### src/rtl/ref_clock_divider_pkg.sv
// State type and configuration legality rule shared by the reference clock divider.
package ref_clock_divider_pkg;

    typedef enum logic {
        ST_IDLE = 1'b0,
        ST_RUN  = 1'b1
    } div_state_e;

    // A period needs at least one high cycle and at least one low cycle.
    function automatic logic cfg_is_legal(input int unsigned ratio, input int unsigned high);
        return (ratio >= 32'd2) && (high >= 32'd1) && (high < ratio);
    endfunction

endpackage

### src/rtl/ref_clock_divider.sv
// Programmable reference clock divider with a one-deep config slot applied on period boundaries.
// Latency: clock_out rises 1 cycle after div_en is sampled high; every output comes from a flop.
// Backpressure: cfg_ready drops while a legal config waits in the slot for the next boundary.
module ref_clock_divider
    import ref_clock_divider_pkg::*;
#(
    parameter int WIDTH         = 8,
    parameter int DEFAULT_RATIO = 2,
    parameter int DEFAULT_HIGH  = 1
) (
    input  logic             clock,
    input  logic             reset_n,
    input  logic             div_en,
    input  logic             cfg_valid,
    output logic             cfg_ready,
    input  logic [WIDTH-1:0] cfg_ratio,
    input  logic [WIDTH-1:0] cfg_high,
    output logic             cfg_err,
    output logic             clock_out,
    output logic             period_start
);

    if (!cfg_is_legal($unsigned(DEFAULT_RATIO), $unsigned(DEFAULT_HIGH))) begin : g_bad_default
        $fatal(1, "ref_clock_divider: illegal DEFAULT_RATIO/DEFAULT_HIGH pair");
    end

    div_state_e       state_q, state_d;
    logic [WIDTH-1:0] cnt_q, cnt_d;
    logic [WIDTH-1:0] ratio_act_q, ratio_act_d;
    logic [WIDTH-1:0] high_act_q, high_act_d;
    logic             pend_vld_q, pend_vld_d;
    logic [WIDTH-1:0] pend_ratio_q, pend_ratio_d;
    logic [WIDTH-1:0] pend_high_q, pend_high_d;
    logic             cfg_ready_q, cfg_ready_d;
    logic             cfg_err_q, cfg_err_d;
    logic             clk_out_q, clk_out_d;
    logic             pstart_q, pstart_d;

    logic boundary;
    logic apply_pt;
    logic cfg_xfer;
    logic cfg_legal;

    assign boundary  = (state_q == ST_RUN) && (cnt_q == ratio_act_q - WIDTH'(1));
    assign apply_pt  = (state_q == ST_IDLE) || boundary;
    assign cfg_xfer  = cfg_valid && cfg_ready_q;
    assign cfg_legal = cfg_is_legal(32'(cfg_ratio), 32'(cfg_high));

    always_comb begin
        state_d      = state_q;
        cnt_d        = cnt_q;
        ratio_act_d  = ratio_act_q;
        high_act_d   = high_act_q;
        pend_vld_d   = pend_vld_q;
        pend_ratio_d = pend_ratio_q;
        pend_high_d  = pend_high_q;
        cfg_err_d    = cfg_xfer && !cfg_legal;
        clk_out_d    = 1'b0;
        pstart_d     = 1'b0;

        // A transfer is only possible with an empty slot, so bypass and drain never collide.
        if (cfg_xfer && cfg_legal) begin
            if (apply_pt) begin
                ratio_act_d = cfg_ratio;
                high_act_d  = cfg_high;
            end else begin
                pend_vld_d   = 1'b1;
                pend_ratio_d = cfg_ratio;
                pend_high_d  = cfg_high;
            end
        end else if (pend_vld_q && apply_pt) begin
            ratio_act_d = pend_ratio_q;
            high_act_d  = pend_high_q;
            pend_vld_d  = 1'b0;
        end

        case (state_q)
            ST_IDLE: begin
                cnt_d = '0;
                if (div_en) begin
                    state_d   = ST_RUN;
                    clk_out_d = 1'b1;
                    pstart_d  = 1'b1;
                end
            end
            ST_RUN: begin
                if (boundary) begin
                    cnt_d = '0;
                    if (div_en) begin
                        clk_out_d = 1'b1;
                        pstart_d  = 1'b1;
                    end else begin
                        state_d = ST_IDLE;
                    end
                end else begin
                    cnt_d     = cnt_q + WIDTH'(1);
                    clk_out_d = (cnt_d < high_act_q);
                end
            end
            default: begin
                state_d = ST_IDLE;
                cnt_d   = '0;
            end
        endcase

        cfg_ready_d = !pend_vld_d;
    end

    always_ff @(posedge clock or negedge reset_n) begin
        if (!reset_n) begin
            state_q      <= ST_IDLE;
            cnt_q        <= '0;
            ratio_act_q  <= WIDTH'(DEFAULT_RATIO);
            high_act_q   <= WIDTH'(DEFAULT_HIGH);
            pend_vld_q   <= 1'b0;
            pend_ratio_q <= '0;
            pend_high_q  <= '0;
            cfg_ready_q  <= 1'b1;
            cfg_err_q    <= 1'b0;
            clk_out_q    <= 1'b0;
            pstart_q     <= 1'b0;
        end else begin
            state_q      <= state_d;
            cnt_q        <= cnt_d;
            ratio_act_q  <= ratio_act_d;
            high_act_q   <= high_act_d;
            pend_vld_q   <= pend_vld_d;
            pend_ratio_q <= pend_ratio_d;
            pend_high_q  <= pend_high_d;
            cfg_ready_q  <= cfg_ready_d;
            cfg_err_q    <= cfg_err_d;
            clk_out_q    <= clk_out_d;
            pstart_q     <= pstart_d;
        end
    end

    assign cfg_ready    = cfg_ready_q;
    assign cfg_err      = cfg_err_q;
    assign clock_out    = clk_out_q;
    assign period_start = pstart_q;

endmodule

### config.mk
export PLATFORM = sky130hd
export DESIGN_NAME = ref_clock_divider
export DESIGN_NICKNAME = d
export VERILOG_FILES = /design/src/rtl/ref_clock_divider_pkg.sv /design/src/rtl/ref_clock_divider.sv
export SDC_FILE = /design/constraint.sdc
export NUM_CORES = 1
export LEC_CHECK = 0
export CAP_MARGIN = 0
export CELL_PAD_IN_SITES_DETAIL_PLACEMENT = 0
export CELL_PAD_IN_SITES_GLOBAL_PLACEMENT = 1
export CORE_MARGIN = 5
export CORE_UTILIZATION = 35
export CTS_CLUSTER_SIZE = 40
export DETAILED_ROUTE_END_ITERATION = 16
export GPL_ROUTABILITY_DRIVEN = 0
export GPL_TIMING_DRIVEN = 0
export PLACE_DENSITY = 0.74
export REMOVE_ABC_BUFFERS = 1
export SLEW_MARGIN = 5
export SYNTH_ARGS = -nofsm -noshare
export SYNTH_HDL_FRONTEND = slang
export SYNTH_SLANG_ARGS = --single-unit
### constraint.sdc
create_clock -name clock -period 6.65 [get_ports clock]
set_input_delay 1.33 -clock clock [delete_from_list [all_inputs] [get_ports clock]]
set_output_delay 1.33 -clock clock [all_outputs]
set_load 0.01 [all_outputs]
==> flow_summary_export.csv, run 1 <==
group,metric,value,unit
synth,ys_seq_elements,46,
grt,grt_pass1_wl,9.53,mm
sta,fin_tns_setup,0,ns
routing,num_vias,1835,
sta,hold_ws,0.487,ns
clock_tree,htreeDepth,2,
floorplanning,num_rows,31,
sta,finalMaxSlewViolations,0,
routing,drc,0,
synth,synthArstFlopShare,100,%
synth,synth_edf_count,0,
pwr,ir_drop,0.0919,mV
worst_setup_path,cp.required,6.83,ns
routing,vias_per_cell,4.91,
layout,layout.nets,310,
pwr,p_leak,1.64,nW
worst_setup_path,path_max_fanout,26,
worst_setup_path,cpLargestDelayFamily,"compound AO/OA/AOI/OAI gates",
worst_setup_path,ff2ff_setup_slack,3.34,ns
synth,synth_top_family_by_area,"compound AO/OA/AOI/OAI gates",
grt,globalRouteOverflowTotal,0,
clock_tree,postCtsSetupBuffers,0,
synth,synthTopCellsByArea,"dfrtp_1 40%, ha_1 7.5%, mux2i_1 6.0%",
sta,rsz0062_at_grt,"false",
place,dpl.hpwl,4.00,mm
worst_setup_path,worstPathCellList,"clkdlybuf4s50_1 -> inv_1 -> ha_1 -> a221o_1 -> a41o_1 -> a211o_1 -> or2_1 -> mux2_1",
worst_setup_path,critPathBufInv,2,
clock_tree,cts_resized,0,
synth,ys_warn_count,0,
clock_tree,clockBufferDepth,2,
worst_hold_path,hold_class,"flip-flop to flip-flop",
worst_hold_path,min_from,"pend_ratio_q[0]$_DFFE_PN0P_",
routing,routed_wl,5.38,mm
worst_setup_path,rr_worst_depth,7,
synth,yosysSeqAreaShare,43.4,%
synth,synthFlopType,"dfrtp_1",
worst_setup_path,cp_slowest_cell,"a211o_1",
routing,ant_nets,0,
worst_hold_path,hold_end,"pend_ratio_q[0]$_DFFE_PN0P_",
grt,antenna_found_initial,0,
worst_setup_path,crit_arrival,4.57,ns
routing,wire_per_inst,14.4,µm
clock_tree,clk_latency,0.30,ns
routing,firstDrtPassIters,4,
sta,setup-violations-final,0,
synth,synth.distinct_cells,44,
layout,fillers,723,
floorplanning,core-area,0.00733,mm²
clock_tree,root_buffer,"clkbuf_8",
sta,clock-skew-final,0.00645,ns
floorplanning,die_h,97.2,µm
worst_hold_path,hold_depth,1,
worst_setup_path,start_kind,"primary input",
floorplanning,dieArea,0.00944,mm²
clock_tree,tritoncts.num_buffers,5,
sta,worst_pin_slew,1.17,ns
sta,fmax,228,MHz
synth,synth_xor_area_share,5.27,%
sta,timing.slew.headroom,21.9,%
place,io_buffers,23,
pwr,p_per_area,158,mW/mm²
synth,synth_cells,252,
synth,netlist.area_leader.share,40.5,%
synth,synthMuxAreaShare,9.84,%
synth,synth_compound_area_share,16.7,%
floorplanning,io_pins,24,
sta,final.period_utilization,66.0,%
worst_setup_path,path_class,"primary input to flip-flop",
job,drv_cap,0,
sta,post-route-min-period,4.39,ns
layout,layout_common_cells,"43 x dfrtp_1, 26 x inv_1, 22 x clkdlybuf4s50_1",
worst_setup_path,worstSetupEndpointType,"flip-flop",
layout,diodes,0,
clock_tree,clkTransAtPathRegs,0.08,ns
synth,syn_avg_cell_area,10.6,µm²
synth,synth-simple-area-share,11.3,%
worst_setup_path,slowest_delay,0.71,ns
synth,synthAdderAreaFrac,7.53,%
clock_tree,hold_buffers,0,
worst_setup_path,worstReg2RegEnd,"pend_high_q[7]$_DFFE_PN0P_",
layout,final_layout_size_suffix_gt1_share,11.6,%
outcome,status,"finished clean",
sta,hold_viol_final,0,
grt,track_usage,12.1,%
routing,drt_iter0_markers,70,
layout,area_growth,16.4,%
grt,grt_pass1_vias,1990,
synth,yosys.area.top_type,"dfrtp_1",
clock_tree,clock_sinks,46,
worst_setup_path,r2r_start,"ratio_act_q[1]$_DFFE_PN1P_",
floorplanning,die_w,97.2,µm
synth,syn_area,0.00266,mm²
grt,grt_max_degree,28,
layout,final_common_cell,"dfrtp_1",
floorplanning,start_util,36.3,%
clock_tree,cts_tree,"built",
==> layout make-up <==
class,instances,area (µm²),share of cell area (%)
clock inverter,1,5.00,0.162
clock buffer,7,86.3,2.79
multi-input combinational,169,1360,43.8
sequential,46,1150,37.3
inverter,26,97.6,3.15
tap,99,124,4.00
timing repair buffer,26,272,8.77
==> sequential cells by signal, indices dropped and copies added, names as in the netlist, 8 cells and up <==
name,flops
pend_ratio_q,8
ratio_act_q,8
cnt_q,8
pend_high_q,8
high_act_q,8
==> synthesized netlist by cell type (3+ instances only) <==
cell type  instances
a22oi_2            9
nand2_1            6
nand2b_1          20
clkbuf_1           3
ha_1              16
nor2b_1            6
dfrtp_1           43
nor2_1             7
mux2_2             7
mux2i_1           16
xor2_1            10
nand3_1            4
a22oi_1            7
xnor2_1            6
dfstp_2            3
inv_1             26
a21oi_1            7
a211oi_1           3
nor4_1             3
o21ai_0           19
buf_2              4
==> where the power goes <==
part / switching [mW] / internal (mW)
logic: 0.0170 / 0.0159
registers: 0 / 0.280
clock network: 0.0935 / 0.0840
total: 0.110 / 0.379
==> per-layer routing <==
layer	vias to the layer above	share of wire, %	global-route usage, %	routed length (µm)
met3	6	2.8	2.23	152
met4	0	1.3	3.89	72
met5	-	0	0	0
met1	879	49	15.9	2620
li1	920	-	-	-
met2	30	47	20.2	2530
==> worst max path at each step <==
stage	endpoint	depth (start not counted)	slack, ns	start
2_1_floorplan	pend_high_q[0]$_DFFE_PN0P_	7	2.47	ratio_act_q[1]$_DFFE_PN1P_
5_1_grt	pend_high_q[1]$_DFFE_PN0P_	7	2.13	cfg_high[3]
3_3_place_gp	pend_high_q[7]$_DFFE_PN0P_	7	1.25	ratio_act_q[1]$_DFFE_PN1P_
4_1_cts	pend_high_q[5]$_DFFE_PN0P_	8	2.25	cfg_ratio[7]
3_5_place_dp	pend_high_q[7]$_DFFE_PN0P_	7	1.92	cfg_high[3]
6_report	pend_ratio_q[0]$_DFFE_PN0P_	8	2.26	cfg_ratio[7]
==> metrics by stage <==
stage	area (µm²)	utilization (%)	power, mW	setup WS (ns)	instances
floorplan	2600	-	0.294	2.47	241
global placement	2950	40.3	0.317	1.25	363
detailed placement	3000	41.0	0.319	1.92	366
CTS	3100	42.2	0.497	2.25	374
global route	3100	42.2	0.515	2.13	374
finish	3100	42.2	0.490	2.26	374
==> logic make-up (layout without fill, tap and decap cells) <==
kind of cell | after synthesis | after routing
adder cells (fa/ha/maj) | 16 | 16
flip-flops | 46 | 46
AND/OR/NAND/NOR | 54 | 54
buffers and inverters | 37 | 60
AO/OA/AOI/OAI | 58 | 58
multiplexers | 25 | 25
XOR/XNOR | 16 | 16
(Power assumes the default switching activity.)
==> run 2, diff against run 1 <==
--- a/config.mk
+++ b/config.mk
@@ -14,7 +14,7 @@
 export DETAILED_ROUTE_END_ITERATION = 16
 export GPL_ROUTABILITY_DRIVEN = 0
 export GPL_TIMING_DRIVEN = 0
-export PLACE_DENSITY = 0.74
+export PLACE_DENSITY = 0.76
 export REMOVE_ABC_BUFFERS = 1
 export SLEW_MARGIN = 5
 export SYNTH_ARGS = -nofsm -noshare
==> constraint.sdc (replaced) <==
create_clock -name clock -period 3.9 [get_ports clock]
set_input_delay 0.78 -clock clock [delete_from_list [all_inputs] [get_ports clock]]
set_output_delay 0.78 -clock clock [all_outputs]
set_load 0.01 [all_outputs]
==> flow_summary_export.csv, run 2 (synthesized netlist as in run 1, its figures left out) <==
group,metric,value,unit
grt,globalRouteOverflowTotal,0,
clock_tree,clock_sinks,46,
routing,vias_per_cell,4.85,
worst_setup_path,ff2ff_setup_slack,0.61,ns
sta,worst_pin_slew,0.872,ns
grt,grt_pass1_vias,1872,
routing,top_layer_used,"met4",
layout,diodes,0,
layout,final_common_cell,"dfrtp_1",
pwr,p_per_area,282,mW/mm²
pwr,p_leak,1.65,nW
clock_tree,htreeDepth,2,
job,drv_cap,0,
worst_setup_path,worstSetupEndpointType,"flip-flop",
worst_setup_path,critPathBufInv,2,
worst_setup_path,rr_worst_depth,7,
routing,firstDrtPassIters,4,
routing,drt_iter0_markers,42,
worst_hold_path,hold_class,"primary input to async pin",
sta,timing.slew.headroom,41.7,%
worst_setup_path,cp_slowest_cell,"a211o_2",
sta,final.setup.worst_slack,0.284,ns
grt,grt_max_degree,29,
routing,wire_per_inst,14.0,µm
clock_tree,cts_tree,"built",
pwr,seqPwrFrac,54.3,%
clock_tree,tritoncts.num_buffers,5,
clock_tree,clk_latency,0.29,ns
pwr,intPower,0.696,mW
floorplanning,die_h,97.2,µm
floorplanning,core-area,0.00733,mm²
grt,antenna_found_initial,0,
worst_setup_path,cpLargestDelayFamily,"compound AO/OA/AOI/OAI gates",
pwr,p_total,0.878,mW
clock_tree,root_buffer,"clkbuf_8",
worst_setup_path,path_max_fanout,26,
clock_tree,clockBufferDepth,2,
outcome,status,"finished clean",
worst_setup_path,r2r_start,"ratio_act_q[1]$_DFFE_PN1P_",
worst_setup_path,crit_end,"pend_ratio_q[0]$_DFFE_PN0P_",
layout,fin_util,42.4,%
sta,setup-violations-final,0,
routing,routed_wl,5.23,mm
routing,wl_met2,2.36,mm
pwr,ir_drop,0.205,mV
routing,ant_nets,0,
layout,layout.nets,310,
place,dpl.hpwl,3.94,mm
worst_setup_path,worstPathCellList,"clkdlybuf4s50_1 -> inv_1 -> ha_1 -> a221o_1 -> a41o_1 -> a211o_2 -> or2_1 -> mux2_1",
floorplanning,num_rows,31,
worst_setup_path,cp.required,4.08,ns
pwr,clkPwrFrac,39.3,%
routing,wl_met1,2.69,mm
grt,grt_pass1_wl,9.15,mm
floorplanning,io_pins,24,
routing,met3_wirelength,149,µm
place,io_buffers,23,
sta,hold_viol_final,0,
floorplanning,die_w,97.2,µm
pwr,netSwitchingFraction,20.8,%
layout,final_layout_size_suffix_gt1_share,11.6,%
sta,post-route-min-period,3.62,ns
worst_setup_path,path_depth,8,
sta,fmax,277,MHz
worst_setup_path,path_class,"primary input to flip-flop",
worst_setup_path,start_kind,"primary input",
worst_setup_path,worstReg2RegEnd,"pend_high_q[4]$_DFFE_PN0P_",
grt,track_usage,11.7,%
sta,clock-skew-final,0.00386,ns
sta,rsz0062_at_grt,"false",
clock_tree,postCtsSetupBuffers,0,
place,pre_cts_ws,-0.285,ns
layout,area_growth,17.0,%
sta,finalMaxSlewViolations,0,
clock_tree,clkTransAtPathRegs,0.08,ns
worst_setup_path,crit_arrival,3.80,ns
routing,num_vias,1813,
routing,drc,0,
floorplanning,start_util,36.3,%
layout,layout_common_cells,"43 x dfrtp_1, 26 x inv_1, 22 x clkdlybuf4s50_1",
floorplanning,dieArea,0.00944,mm²
worst_setup_path,cp-startpoint,"cfg_ratio[7]",
pwr,pwr-share-comb,6.4,%
pwr,p_switching,0.182,mW
sta,final.period_utilization,92.7,%
worst_setup_path,slowest_delay,0.57,ns
-- run 2: worst min path at each step --
| stage | startpoint | endpoint | slack (ns) | cells past startpoint |
|---|---|---|---|---|
| 6_report | reset_n | pend_high_q[6]$_DFFE_PN0P_ | 0.43 | 1 |
| 3_3_place_gp | pend_high_q[5]$_DFFE_PN0P_ | pend_high_q[5]$_DFFE_PN0P_ | 0.47 | 1 |
| 2_1_floorplan | pend_high_q[5]$_DFFE_PN0P_ | pend_high_q[5]$_DFFE_PN0P_ | 0.46 | 1 |
| 4_1_cts | reset_n | pend_high_q[6]$_DFFE_PN0P_ | 0.44 | 1 |
| 3_5_place_dp | pend_high_q[5]$_DFFE_PN0P_ | pend_high_q[5]$_DFFE_PN0P_ | 0.47 | 1 |
| 5_1_grt | reset_n | pend_high_q[6]$_DFFE_PN0P_ | 0.45 | 1 |
-- run 2: worst reg2reg max path, cell delays in order (launching register included) --
cell     delay [ns]
dfstp_2        0.55
inv_1          0.07
ha_1           0.23
o211a_1        0.13
o31a_1         0.32
o41ai_4        0.84
or2_1          0.62
mux2_2         0.41
-- run 2: cell type report --
class                           count  area, µm²
Clock buffer                        7       76.3
Clock inverter                      1       30.0
Fill cell                         708       4220
Inverter                           26       97.6
Multi-Input combinational cell    169       1360
Sequential cell                    46       1150
Tap cell                           99        124
Timing Repair Buffer               26        272
-- run 2: through the flow --
stage / hold slack, ns / setup TNS [ns] / area [µm²] / std cells
2_1_floorplan: 0.455 / -2.79 / 2600 / 241
3_3_place_gp: 0.466 / -45.28 / 2950 / 363
3_5_place_dp: 0.473 / -2.86 / 3000 / 366
4_1_cts: 0.437 / 0 / 3110 / 374
5_1_grt: 0.453 / 0 / 3110 / 374
6_report: 0.429 / 0 / 3110 / 374
-- run 2: metal layers --
layer  vias up  GRT usage, %
li1        921             -
met1       860          16.7
met2        28          17.9
met3         4          2.51
met4         0          2.92
met5         -             0
-- run 2: power groups by stage --
| stage | logic (mW) | registers (mW) | clock network, mW |
|---|---|---|---|
| 2_1_floorplan | 0.0156 | 0.486 | 0 |
| 3_3_place_gp | 0.0547 | 0.486 | 0 |
| 3_5_place_dp | 0.0572 | 0.486 | 0 |
| 4_1_cts | 0.0573 | 0.477 | 0.356 |
| 5_1_grt | 0.0639 | 0.477 | 0.372 |
| 6_report | 0.0560 | 0.477 | 0.345 |
-- run 2: what timing repair did --
item	CTS	global route
hold buffers	0	0
gates resized for setup	0	1
setup endpoints to repair	0	9
==> run 3, diff against run 2 <==
--- a/config.mk
+++ b/config.mk
@@ -10,12 +10,12 @@
 export CELL_PAD_IN_SITES_GLOBAL_PLACEMENT = 1
 export CORE_MARGIN = 5
 export CORE_UTILIZATION = 35
-export CTS_CLUSTER_SIZE = 40
 export DETAILED_ROUTE_END_ITERATION = 16
 export GPL_ROUTABILITY_DRIVEN = 0
 export GPL_TIMING_DRIVEN = 0
 export PLACE_DENSITY = 0.76
 export REMOVE_ABC_BUFFERS = 1
+export SETUP_SLACK_MARGIN = 0.1
 export SLEW_MARGIN = 5
 export SYNTH_ARGS = -nofsm -noshare
 export SYNTH_HDL_FRONTEND = slang
==> results of run 3 <==
Same layout as run 2: the final DEF is identical, and so are final timing and power.
Among the figures that moved: number of gates resized after CTS 0 -> 1; wire length of the first global-routing pass 9150 µm -> 9160 µm; via count of the first global-routing pass 1872 -> 1875; met1 usage 16.7% -> 16.8%
